$ cat config.mk
export PLATFORM = sky130hd
export DESIGN_NAME = fetch_unit
export DESIGN_NICKNAME = d
export VERILOG_FILES = /design/src/rtl/fetch_unit.sv
export SDC_FILE = /design/constraint.sdc
export NUM_CORES = 1
export LEC_CHECK = 0
export CORE_MARGIN = 1.5
export CORE_UTILIZATION = 25
export CTS_CLUSTER_SIZE = 20
export DETAILED_ROUTE_END_ITERATION = 8
export PLACE_DENSITY_LB_ADDON = 0.1
export RECOVER_POWER = 25
export SLEW_MARGIN = 0
export SYNTH_ARGS = -nofsm -noshare
export SYNTH_HDL_FRONTEND = slang
export SYNTH_SLANG_ARGS = --single-unit
$ cat constraint.sdc
create_clock -name CLK -period 3.86 [get_ports CLK]
set_input_delay 0.772 -clock CLK [delete_from_list [all_inputs] [get_ports CLK]]
set_output_delay 0.772 -clock CLK [all_outputs]
set_load 0.1 [all_outputs]
$ cat src/rtl/fetch_unit.sv
// Instruction fetch stage: requests a word, holds it until the datapath commits,
// then steers the PC (sequential, branch, jump, jump-register) or stops on halt.
module fetch_unit #(
   parameter logic [31:0] PC_INIT = 32'h0000_0000
) (
   input  logic        CLK,
   input  logic        nRST,
   input  logic        ihit,
   input  logic [31:0] imemload,
   input  logic        commit,
   input  logic        Branch,
   input  logic        zero,
   input  logic [1:0]  JmpSel,
   input  logic [31:0] jr_addr,
   input  logic        halt,
   output logic        imemREN,
   output logic [31:0] imemaddr,
   output logic [31:0] instr,
   output logic        instr_valid,
   output logic [31:0] pc_plus4,
   output logic        halted,
   output logic [31:0] instr_count
);

   typedef enum logic [1:0] {FETCH, HOLD, HALTED} state_t;

   state_t      state_q, state_d;
   logic [31:0] pc_q, pc_d;
   logic [31:0] instr_q, instr_d;
   logic [31:0] count_q, count_d;
   logic        instr_valid_q, instr_valid_d;
   logic        halted_q, halted_d;
   logic [31:0] br_off;
   logic [31:0] next_pc;

   assign pc_plus4 = pc_q + 32'd4;
   assign br_off   = {{14{instr_q[15]}}, instr_q[15:0], 2'b00};

   // Jumps win over branches; JmpSel=11 falls through to the sequential/branch path.
   always_comb begin
      next_pc = pc_plus4;
      if (JmpSel == 2'b01)
         next_pc = {pc_plus4[31:28], instr_q[25:0], 2'b00};
      else if (JmpSel == 2'b10)
         next_pc = jr_addr;
      else if (Branch && zero)
         next_pc = pc_plus4 + br_off;
   end

   always_comb begin
      state_d       = state_q;
      pc_d          = pc_q;
      instr_d       = instr_q;
      count_d       = count_q;
      instr_valid_d = instr_valid_q;
      halted_d      = halted_q;
      case (state_q)
         FETCH: begin
            if (ihit) begin
               instr_d       = imemload;
               instr_valid_d = 1'b1;
               state_d       = HOLD;
            end
         end
         HOLD: begin
            if (commit) begin
               instr_valid_d = 1'b0;
               count_d       = count_q + 32'd1;
               if (halt) begin
                  halted_d = 1'b1;
                  state_d  = HALTED;
               end else begin
                  pc_d    = next_pc;
                  state_d = FETCH;
               end
            end
         end
         default: ;
      endcase
   end

   always_ff @(posedge CLK) begin
      if (!nRST) begin
         state_q       <= FETCH;
         pc_q          <= PC_INIT;
         instr_q       <= 32'd0;
         count_q       <= 32'd0;
         instr_valid_q <= 1'b0;
         halted_q      <= 1'b0;
      end else begin
         state_q       <= state_d;
         pc_q          <= pc_d;
         instr_q       <= instr_d;
         count_q       <= count_d;
         instr_valid_q <= instr_valid_d;
         halted_q      <= halted_d;
      end
   end

   assign imemREN     = (state_q == FETCH);
   assign imemaddr    = pc_q;
   assign instr       = instr_q;
   assign instr_valid = instr_valid_q;
   assign halted      = halted_q;
   assign instr_count = count_q;

endmodule

==> results.sh, run 1 <==
export IMPL_gp_congestion=0.8717
export IMPL_syn_inst=854
export IMPL_critPathLaunch="imemaddr[2]$_SDFFE_PN0P_"
export IMPL_min_path_type="flop to flop"
export IMPL_crit_type="flop to flop"
export IMPL_ys_ff_latch=99
export IMPL_synthXorXnorAreaFrac=0.09624
export IMPL_synth_area_leader_cell="dfxtp_1"
export IMPL_cts_tree="yes"
export IMPL_max_stage_delay_ns=0.40
export IMPL_finalWorstSetupSlack_ns=0.1898
export IMPL_grt_pass1_wl_um=42100
export IMPL_muxShareOfSynthArea=0.004408
export IMPL_p_per_area_nw_per_um2=288.2
export IMPL_cp_slowest_cell="dfxtp_4"
export IMPL_synth_most_common_cell="nand2_1"
export IMPL_grt_ovfl_total=0
export IMPL_cts_max_level=3
export IMPL_startpoint_type="flop"
export IMPL_status="complete, but fails checks"
export IMPL_drc=0
export IMPL_drv_cap=1
export IMPL_critical_path_buf_inv_count=0
export IMPL_cp_max_fo=7
export IMPL_worst_setup_path_end_kind="flop"
export IMPL_path_clk_slew_ns=0.08
export IMPL_clock_fmax_mhz=272.5
export IMPL_drt_iter0_drc=405
export IMPL_wl_per_cell_um=19.41
export IMPL_finalSetupTns_ns=0
export IMPL_num_io_pins=204
export IMPL_power_leakage_nw=4.209
export IMPL_clock_sinks=99
export IMPL_portBuffers=203
export IMPL_syn_area_per_cell_um2=7.977
export IMPL_reg2reg_slack_ns=0.19
export IMPL_detail_route_antenna_nets=0
export IMPL_synth_cell_types=79
export IMPL_die_h_um=168.1
export IMPL_synth_top_area_share=0.2909
export IMPL_synth_edf_count=0
export IMPL_yosysWarnings=0
export IMPL_gr_usage_all_layers=0.1934
export IMPL_numCtsBuffers=9
export IMPL_yosys_area_share_simple=0.2358
export IMPL_start_util=0.2535
export IMPL_hpwlAfterDp_um=20820
export IMPL_slew_viol_final=33
export IMPL_synthesis_area_um2=6813
export IMPL_worstMarginPinSlew_ns=1.624
export IMPL_peakVddDrop_mv=0.2109
export IMPL_max_slew_margin_rel=-0.08299
export IMPL_hp_start="instr[26]$_SDFFE_PN0P_"
export IMPL_place_ws_ns=0.08438
export IMPL_crit_chain="ha_4, nand3_2, nor2_4, nand2_4, nor2_4, xor2_4, ha_4, a21o_1, a221oi_2, a21oi_1, or3_4, a31oi_4, xor2_1, o21ai_0, a222oi_1, a21oi_1"
export IMPL_core_um2=26880
export IMPL_syn_nets=967
export IMPL_min_to="instr[26]$_SDFFE_PN0P_"
export IMPL_ys_flop_type="dfxtp_1"
export IMPL_finalClockSkew_ns=0.01010
export IMPL_yosys_area_share_adder=0.07456
export IMPL_yosys_top_cells_count="nand2_1, dfxtp_1, a21oi_1"
export IMPL_synth_compound_area_share=0.2624
export IMPL_finalSetupViolCount=0
export IMPL_grt_pass1_vias=7063
export IMPL_vias_per_cell=4.989
export IMPL_power_mw=2.942
export IMPL_async_flop_share=0
export IMPL_clk_latency_ns=0.35
export IMPL_diodes=0
export IMPL_rsz0062_at_grt="no"
export IMPL_area_growth_pct=49.83
export IMPL_die_x_um=168.1
export IMPL_hold_viol_final=0
export IMPL_fin_crit_sh=0.9508
export IMPL_worstReg2RegEnd="imemaddr[21]$_SDFFE_PN0P_"
export IMPL_grt_antenna_before_repair=0
export IMPL_failed_checks="capacitance limit, slew limit"
export IMPL_crit_family="compound AO/OA/AOI/OAI gates"
export IMPL_drtPass1Iterations=5
export IMPL_die_area_um2=28250
export IMPL_std_cell_rows=60
export IMPL_drive_above_1_share=0.1563
export IMPL_reg2regPathDepth=16
export IMPL_layout_min_cycle_time_ns=3.670
export IMPL_critPathRequiredTime_ns=4.08
export IMPL_r2r_start="imemaddr[2]$_SDFFE_PN0P_"
export IMPL_whs_path_depth=2
export IMPL_synthTopCellsByArea="dfxtp_1, nand2_1, ha_1"
export IMPL_fin_area_um2=10210
export IMPL_grt_start_max_net_pins=47
export IMPL_via_count=6999
export IMPL_cts_root_buffer="clkbuf_16"
export IMPL_synth_top_family_by_area="compound AO/OA/AOI/OAI gates"
export IMPL_placed_area_um2=9863
export IMPL_final_nets=1170
export IMPL_synth_seq_area_share=0.2909
export IMPL_utilization=0.3798
export IMPL_cts_buffer_depth=2
export IMPL_worst_ep_arrival_time_ns=3.89
export IMPL_drt_total_wl_um=27230
==> cell usage in the layout (no fill, tap or decap), drive strengths merged, types with 17 or more instances in the layout <==
| cell type | n |
|---|---|
| nand2 | 148 |
| buf | 56 |
| a21oi | 47 |
| nand3 | 25 |
| clkbuf | 17 |
| o21ai | 49 |
| nor2 | 46 |
| xnor2 | 43 |
| a21boi | 43 |
| inv | 17 |
| ha | 39 |
| o211ai | 19 |
| a21o | 24 |
| dfxtp | 99 |
| and2 | 31 |
| clkdlybuf4s50 | 172 |
| xor2 | 31 |
==> flip-flops by register name (all words and copies together), names as in the netlist <==
signal,flops
imemaddr,32
instr_count,32
halted,1
instr,32
state_q,2
==> kinds of logic (layout without fill, tap and decap cells) <==
kind of cell	after synthesis	count (layout)
AO/OA/AOI/OAI	252	252
XOR/XNOR	74	74
adder cells (fa/ha/maj)	40	40
buffers and inverters	60	268
flip-flops	99	99
multiplexers	3	3
AND/OR/NAND/NOR	326	326
==> per-stage QoR <==
step	instances	hold slack, ns
2_1_floorplan	854	0.5351
3_3_place_gp	1382	0.4502
3_5_place_dp	1382	0.4598
4_1_cts	1398	0.4691
5_1_grt	1403	0.4959
6_report	1403	0.4678
==> how the worst max path moves through the flow <==
stage	end	slack [ns]	cells past startpoint
2_1_floorplan	imemaddr[26]$_SDFFE_PN0P_	-0.26	15
3_3_place_gp	imemaddr[31]$_SDFFE_PN0P_	0.06	14
3_5_place_dp	imemaddr[21]$_SDFFE_PN0P_	0.08	15
4_1_cts	imemaddr[21]$_SDFFE_PN0P_	0.03	15
5_1_grt	imemaddr[31]$_SDFFE_PN0P_	0.004	15
6_report	imemaddr[21]$_SDFFE_PN0P_	0.19	16
==> worst register-to-register path, delay by kind of cell (launching register included) <==
kind	cells	cell delay, ns
AOI/OAI and AO/OA	7	1.36
xor gates and xnor gates	2	0.40
adders and majority gates	2	0.42
DFF	1	0.40
and+or+nand+nor	5	0.94
==> per-layer routing <==
metal	track usage	wire, um	vias to the layer above
met3	0.04043	1643	18
met5	0	0	-
met4	0.03610	318	0
li1	-	-	3468
met2	0.3261	12670	221
met1	0.2563	12600	3292
==> area by class of cell <==
class / count / area [um^2]
fill: 2801 / 16670
multi-input combinational: 695 / 5157
sequential: 99 / 2056
clock inverter: 6 / 57.56
timing repair buffer: 236 / 2217
tap: 341 / 426.7
clock buffer: 10 / 229.0
inverter: 16 / 63.81
==> where the power goes <==
| group | total (mW) | internal, mW | switching (mW) |
|---|---|---|---|
| sequential | 1.11 | 1.05 | 0.0548 |
| combinational | 0.903 | 0.277 | 0.626 |
| clock | 0.934 | 0.455 | 0.479 |
| total | 2.94 | 1.78 | 1.16 |
==> what timing repair did <==
item | in CTS | in global routing
hold buffers | 0 | 0
buffers inserted | 0 | 5
setup endpoints to repair | 0 | 6
resized for setup | 0 | 9
Power figures use the tool's default switching activity.
==> inputs of run 2 (changes only) <==
--- a/config.mk
+++ b/config.mk
@@ -5,10 +5,11 @@
 export SDC_FILE = /design/constraint.sdc
 export NUM_CORES = 1
 export LEC_CHECK = 0
-export CORE_MARGIN = 1.5
+export CORE_MARGIN = 10
 export CORE_UTILIZATION = 25
 export CTS_CLUSTER_SIZE = 20
 export DETAILED_ROUTE_END_ITERATION = 8
+export DONT_BUFFER_PORTS = 1
 export PLACE_DENSITY_LB_ADDON = 0.1
 export RECOVER_POWER = 25
 export SLEW_MARGIN = 0
==> run 2 against run 1 <==
Effect of this change: routed wire length grew 7.1%; critical endpoint unchanged; the flow finishes with violations (capacitance limit); non-clock buffer count shrank 105; largest power group unchanged; hold slack gained 0.033 ns.
==> results.sh, run 2 (synthesis results as in run 1) <==
export IMPL_status="complete, but fails checks"
export IMPL_failed_checks="capacitance limit"
export IMPL_drtPass1Iterations=5
export IMPL_via_count=6679
export IMPL_drt_total_wl_um=29180
export IMPL_crit_type="flop to flop"
export IMPL_slew_viol_final=0
export IMPL_clock_fmax_mhz=277.0
export IMPL_fin_crit_sh=0.9353
export IMPL_min_path_type="flop to flop"
export IMPL_vias_per_cell=5.138
export IMPL_grt_ovfl_total=0
export IMPL_whs_path_depth=2
export IMPL_layout_min_cycle_time_ns=3.610
export IMPL_drv_cap=1
export IMPL_clk_latency_ns=0.37
export IMPL_die_h_um=185.1
export IMPL_grt_start_max_net_pins=94
export IMPL_worst_ep_arrival_time_ns=3.84
export IMPL_peakVddDrop_mv=0.2311
export IMPL_drt_iter0_drc=415
export IMPL_gp_congestion=0.8486
export IMPL_grt_antenna_before_repair=2
export IMPL_grt_pass1_vias=6644
export IMPL_cp_max_fo=5
export IMPL_startpoint_type="flop"
export IMPL_fin_area_um2=8848
export IMPL_reg2regPathDepth=15
export IMPL_final_cell_mix="nand2_1, buf_4, dfxtp_1"
export IMPL_cts_max_level=3
export IMPL_drive_above_1_share=0.2173
export IMPL_die_x_um=185.1
export IMPL_critPathRequiredTime_ns=4.09
export IMPL_core_um2=26880
export IMPL_final_nets=1065
export IMPL_numCtsBuffers=9
export IMPL_num_io_pins=204
export IMPL_worstMarginPinSlew_ns=1.496
export IMPL_path_clk_slew_ns=0.08
export IMPL_hpwlAfterDp_um=22740
export IMPL_dp_cells=1276
export IMPL_drc=0
export IMPL_detail_route_antenna_nets=0
export IMPL_max_slew_margin_rel=0.002867
export IMPL_start_util=0.2535
export IMPL_cts_root_buffer="clkbuf_16"
export IMPL_layout_cells_non_filler=1300
export IMPL_finalSetupViolCount=0
export IMPL_cts_tree="yes"
export IMPL_hold_viol_final=0
export IMPL_wl_per_cell_um=22.44
export IMPL_placed_area_um2=8618
export IMPL_cts_buffer_depth=2
export IMPL_power_mw=2.829
export IMPL_grt_pass1_wl_um=43550
export IMPL_die_area_um2=34250
export IMPL_hold_buffers=0
export IMPL_p_per_area_nw_per_um2=319.7
export IMPL_power_leakage_nw=3.794
export IMPL_portBuffers=0
export IMPL_std_cell_rows=60
export IMPL_gr_usage_all_layers=0.1676
export IMPL_finalClockSkew_ns=0.01678
export IMPL_layout_commonest_cell="nand2_1"
export IMPL_area_growth_pct=29.88
export IMPL_clock_sinks=99
export IMPL_worst_setup_path_end_kind="flop"
export IMPL_finalSetupTns_ns=0
## run 2: changes by cell type in the layout (fill, tap and decap cells not counted), sizes merged
cell,before,now
clkdlybuf4s50,172,0
buf,56,95
clkbuf,17,46
diode,0,2
clkinv,4,5
dlygate4sd3,1,0
inv,17,16
## run 2: timing repair
action | CTS | global route
setup buffers | 0 | 6
endpoints found under the hold margin | 0 | 0
setup endpoints to repair | 0 | 9
resized for setup | 0 | 11
## run 2: worst max-delay path: stages, from the launching register on
cell      delay [ns]
dfxtp_4         0.37
nand4_1         0.20
nor2_4          0.24
nand2_1         0.12
or3_4           0.38
xnor2_4         0.22
ha_2            0.35
o21a_1          0.18
nor2_1          0.11
a21oi_2         0.06
or3_4           0.38
a31oi_4         0.19
xor2_1          0.15
o21ai_0         0.14
a222oi_1        0.29
a21oi_1         0.11
## run 2: worst paths after layout
path / startpoint / end / slack (ns)
setup / recovery: imemaddr[2]$_SDFFE_PN0P_ / imemaddr[21]$_SDFFE_PN0P_ / 0.25
hold / removal: imemaddr[4]$_SDFFE_PN0P_ / imemaddr[4]$_SDFFE_PN0P_ / 0.50
setup reg to reg: imemaddr[2]$_SDFFE_PN0P_ / imemaddr[21]$_SDFFE_PN0P_ / 0.25
hold reg to reg: imemaddr[4]$_SDFFE_PN0P_ / imemaddr[4]$_SDFFE_PN0P_ / 0.50
## run 2: cell type report
cell class	instances	area, um^2
clock inverter	6	57.56
inverter	16	63.81
multi-input combinational	695	5146
tap	341	426.7
antenna	2	5.005
fill	2903	18030
clock buffer	10	229.0
timing repair buffer	131	860.8
sequential	99	2059
## run 2: per-layer routing
layer / GRT usage / up-vias / routed length, um
li1: - / 3258 / -
met1: 0.2029 / 3189 / 12250
met2: 0.2808 / 219 / 13710
met3: 0.06093 / 13 / 2903
met4: 0.02828 / 0 / 321
met5: 0 / - / 0
## run 2: metrics by stage
stage | hold WS (ns) | util | setup slack [ns]
2_1_floorplan | 0.5351 | - | -0.2637
3_3_place_gp | 0.4928 | 0.3207 | 0.09603
3_5_place_dp | 0.4943 | 0.3207 | 0.06337
4_1_cts | 0.5062 | 0.3313 | 0.01157
5_1_grt | 0.5334 | 0.3291 | -0.01932
6_report | 0.5010 | 0.3292 | 0.2497
## run 2: report_power, final
group / switching (mW) / total, mW / internal [mW] / leakage (nW)
clock network: 0.489 / 0.943 / 0.454 / 0.141
logic: 0.530 / 0.708 / 0.179 / 2.83
registers: 0.128 / 1.18 / 1.05 / 0.822
total: 1.15 / 2.83 / 1.68 / 3.79
==> inputs of run 3 (changes only) <==
--- a/config.mk
+++ b/config.mk
@@ -5,6 +5,7 @@
 export SDC_FILE = /design/constraint.sdc
 export NUM_CORES = 1
 export LEC_CHECK = 0
+export CORE_ASPECT_RATIO = 0.6
 export CORE_MARGIN = 10
 export CORE_UTILIZATION = 25
 export CTS_CLUSTER_SIZE = 20
==> run 3 against run 2 <==
Effect of this change: the run ends with capacitance limit, slew limit left; power up 1.4%; highest routed layer unchanged; flip-flop and latch count unchanged; routed wire length grew 4.9%; combinational power increased by 3.0%; setup slack worse by 0.098 ns; sequential power about the same.
==> results.sh, run 3 (synthesis results as in run 1) <==
export IMPL_p_per_area_nw_per_um2=317.4
export IMPL_die_h_um=147.9
export IMPL_min_path_type="input port to flop"
export IMPL_core_um2=26650
export IMPL_finalWorstSetupSlack_ns=0.1513
export IMPL_hold_viol_final=0
export IMPL_worst_setup_path_end_kind="primary output"
export IMPL_placed_area_um2=8841
export IMPL_power_net_switching_mw=1.136
export IMPL_reg2regPathDepth=15
export IMPL_finalSetupViolCount=0
export IMPL_clock_sinks=99
export IMPL_reg2reg_slack_ns=0.22
export IMPL_slew_viol_final=39
export IMPL_final_nets=1089
export IMPL_hpwlAfterDp_um=24440
export IMPL_path_clk_slew_ns=0.08
export IMPL_via_count=6642
export IMPL_drt_iter0_drc=544
export IMPL_worst_ep_arrival_time_ns=2.94
export IMPL_place_ws_ns=0.02965
export IMPL_pwr_share_seq=0.408
export IMPL_r2r_start="imemaddr[2]$_SDFFE_PN0P_"
export IMPL_finalClockSkew_ns=0.01261
export IMPL_portBuffers=0
export IMPL_multi_input_area_um2=5147
export IMPL_grt_pass1_wl_um=45540
export IMPL_gp_congestion=0.8648
export IMPL_cts_max_level=3
export IMPL_cts_buffer_depth=2
export IMPL_grt_pass1_vias=6574
export IMPL_hold_buffers=0
export IMPL_drive_above_1_share=0.2345
export IMPL_grt_antenna_before_repair=2
export IMPL_status="complete, but fails checks"
export IMPL_swShare=0.3958
export IMPL_critPathRequiredTime_ns=3.09
export IMPL_drtPass1Iterations=5
export IMPL_vias_per_cell=4.949
export IMPL_hp_start="imemload[1]"
export IMPL_failed_checks="capacitance limit, slew limit"
export IMPL_layout_cells_non_filler=1342
export IMPL_min_to="instr[1]$_SDFFE_PN0P_"
export IMPL_fin_crit_sh=0.9608
export IMPL_worstReg2RegEnd="imemaddr[27]$_SDFFE_PN0P_"
export IMPL_peakVddDrop_mv=0.1752
export IMPL_clk_latency_ns=0.37
export IMPL_regArea_um2=2059
export IMPL_clock_fmax_mhz=269.6
export IMPL_grt_start_max_net_pins=94
export IMPL_drt_total_wl_um=30620
export IMPL_area_growth_pct=32.65
export IMPL_grt_ovfl_total=0
export IMPL_start_util=0.2557
export IMPL_worstMarginPinSlew_ns=1.978
export IMPL_fin_area_um2=9037
export IMPL_max_slew_margin_rel=-0.3184
export IMPL_die_area_um2=34470
export IMPL_num_io_pins=204
export IMPL_startpoint_type="flop"
export IMPL_whs_path_depth=2
export IMPL_numCtsBuffers=9
export IMPL_nFillCells=2875
export IMPL_layout_commonest_cell="nand2_1"
export IMPL_comb_power_share=0.254
export IMPL_power_leakage_nw=3.902
export IMPL_std_cell_rows=46
export IMPL_detail_route_antenna_nets=0
export IMPL_crit_type="flop to primary output"
export IMPL_cp_max_fo=5
export IMPL_cts_root_buffer="clkbuf_16"
export IMPL_die_x_um=233.1
export IMPL_gr_usage_all_layers=0.1764
export IMPL_finalSetupTns_ns=0
export IMPL_cts_tree="yes"
export IMPL_rsz0062_at_grt="no"
export IMPL_layout_min_cycle_time_ns=3.709
export IMPL_dp_cells=1323
export IMPL_power_mw=2.869
export IMPL_p_int_mw=1.733
export IMPL_wl_per_cell_um=22.82
export IMPL_drv_cap=2
export IMPL_final_cell_mix="nand2_1, buf_4, dfxtp_1"
export IMPL_p_clk_frac=0.338
export IMPL_drc=0
-- run 3: changes by cell type in the layout (fill, tap and decap cells not counted), moves of 2 or more --
cell	before	now
buf_4	94	116
clkbuf_1	37	40
clkinv_4	4	0
inv_6	0	2
inv_8	2	0
-- run 3: final cells by class --
type / count / area share
multi-input cells: 695 / 0.5696
flip-flops and latches: 99 / 0.2279
repair buffers: 155 / 0.1126
well taps: 360 / 0.04984
clock buffers: 12 / 0.02963
inverters: 16 / 0.007061
clock inverters: 4 / 0.003184
diodes: 1 / 0.0002769
-- run 3: critical path, cell delays in order (launching register included) --
cell and delay, ns:
dfxtp_1 0.31, clkbuf_1 1.11, and3_1 0.33, and3_1 0.32
xor2_2 0.15, buf_4 0.32
-- run 3: worst max-delay path by stage --
stage | start | to | slack [ns] | depth (start not counted)
after floorplan | imemaddr[9]$_SDFFE_PN0P_ | imemaddr[26]$_SDFFE_PN0P_ | -0.26 | 15
after global placement | imemaddr[2]$_SDFFE_PN0P_ | imemaddr[21]$_SDFFE_PN0P_ | 0.13 | 16
after detailed placement | imemaddr[2]$_SDFFE_PN0P_ | imemaddr[21]$_SDFFE_PN0P_ | 0.03 | 16
after CTS | imemaddr[2]$_SDFFE_PN0P_ | imemaddr[21]$_SDFFE_PN0P_ | 0.02 | 16
after global routing | imemaddr[2]$_SDFFE_PN0P_ | imemaddr[31]$_SDFFE_PN0P_ | 0.01 | 16
final | imemaddr[28]$_SDFFE_PN0P_ | pc_plus4[31] | 0.15 | 5
-- run 3: through the flow --
stage	util	hold WS, ns
global placement	0.3318	0.5231
floorplan	-	0.5351
detailed placement	0.3318	0.5183
global route	0.3391	0.5249
CTS	0.3429	0.5111
finish	0.3391	0.5367
-- run 3: power by group through the flow --
| stage | Clock (mW) | Combinational [mW] | Sequential (mW) |
|---|---|---|---|
| final | 0.968 | 0.729 | 1.17 |
| after global routing | 1.04 | 0.779 | 1.18 |
| after CTS | 1.01 | 0.740 | 1.17 |
| after detailed placement | 0 | 0.737 | 1.20 |
| after global placement | 0 | 0.738 | 1.20 |
| after floorplan | 0 | 0.366 | 1.38 |
-- run 3: routing by layer --
layer	share of wire	global-route usage	wire [um]	vias up
li1	-	-	-	3304
met1	0.50	0.2493	15180	3129
met2	0.41	0.2477	12410	195
met3	0.089	0.06766	2718	14
met4	0.010	0.03104	309	0
met5	0	0	0	-
-- run 3: what timing repair did --
action	CTS	global route
setup endpoints to repair	0	7
resized for setup	0	9
setup buffers	0	2
endpoints found under the hold margin	0	0
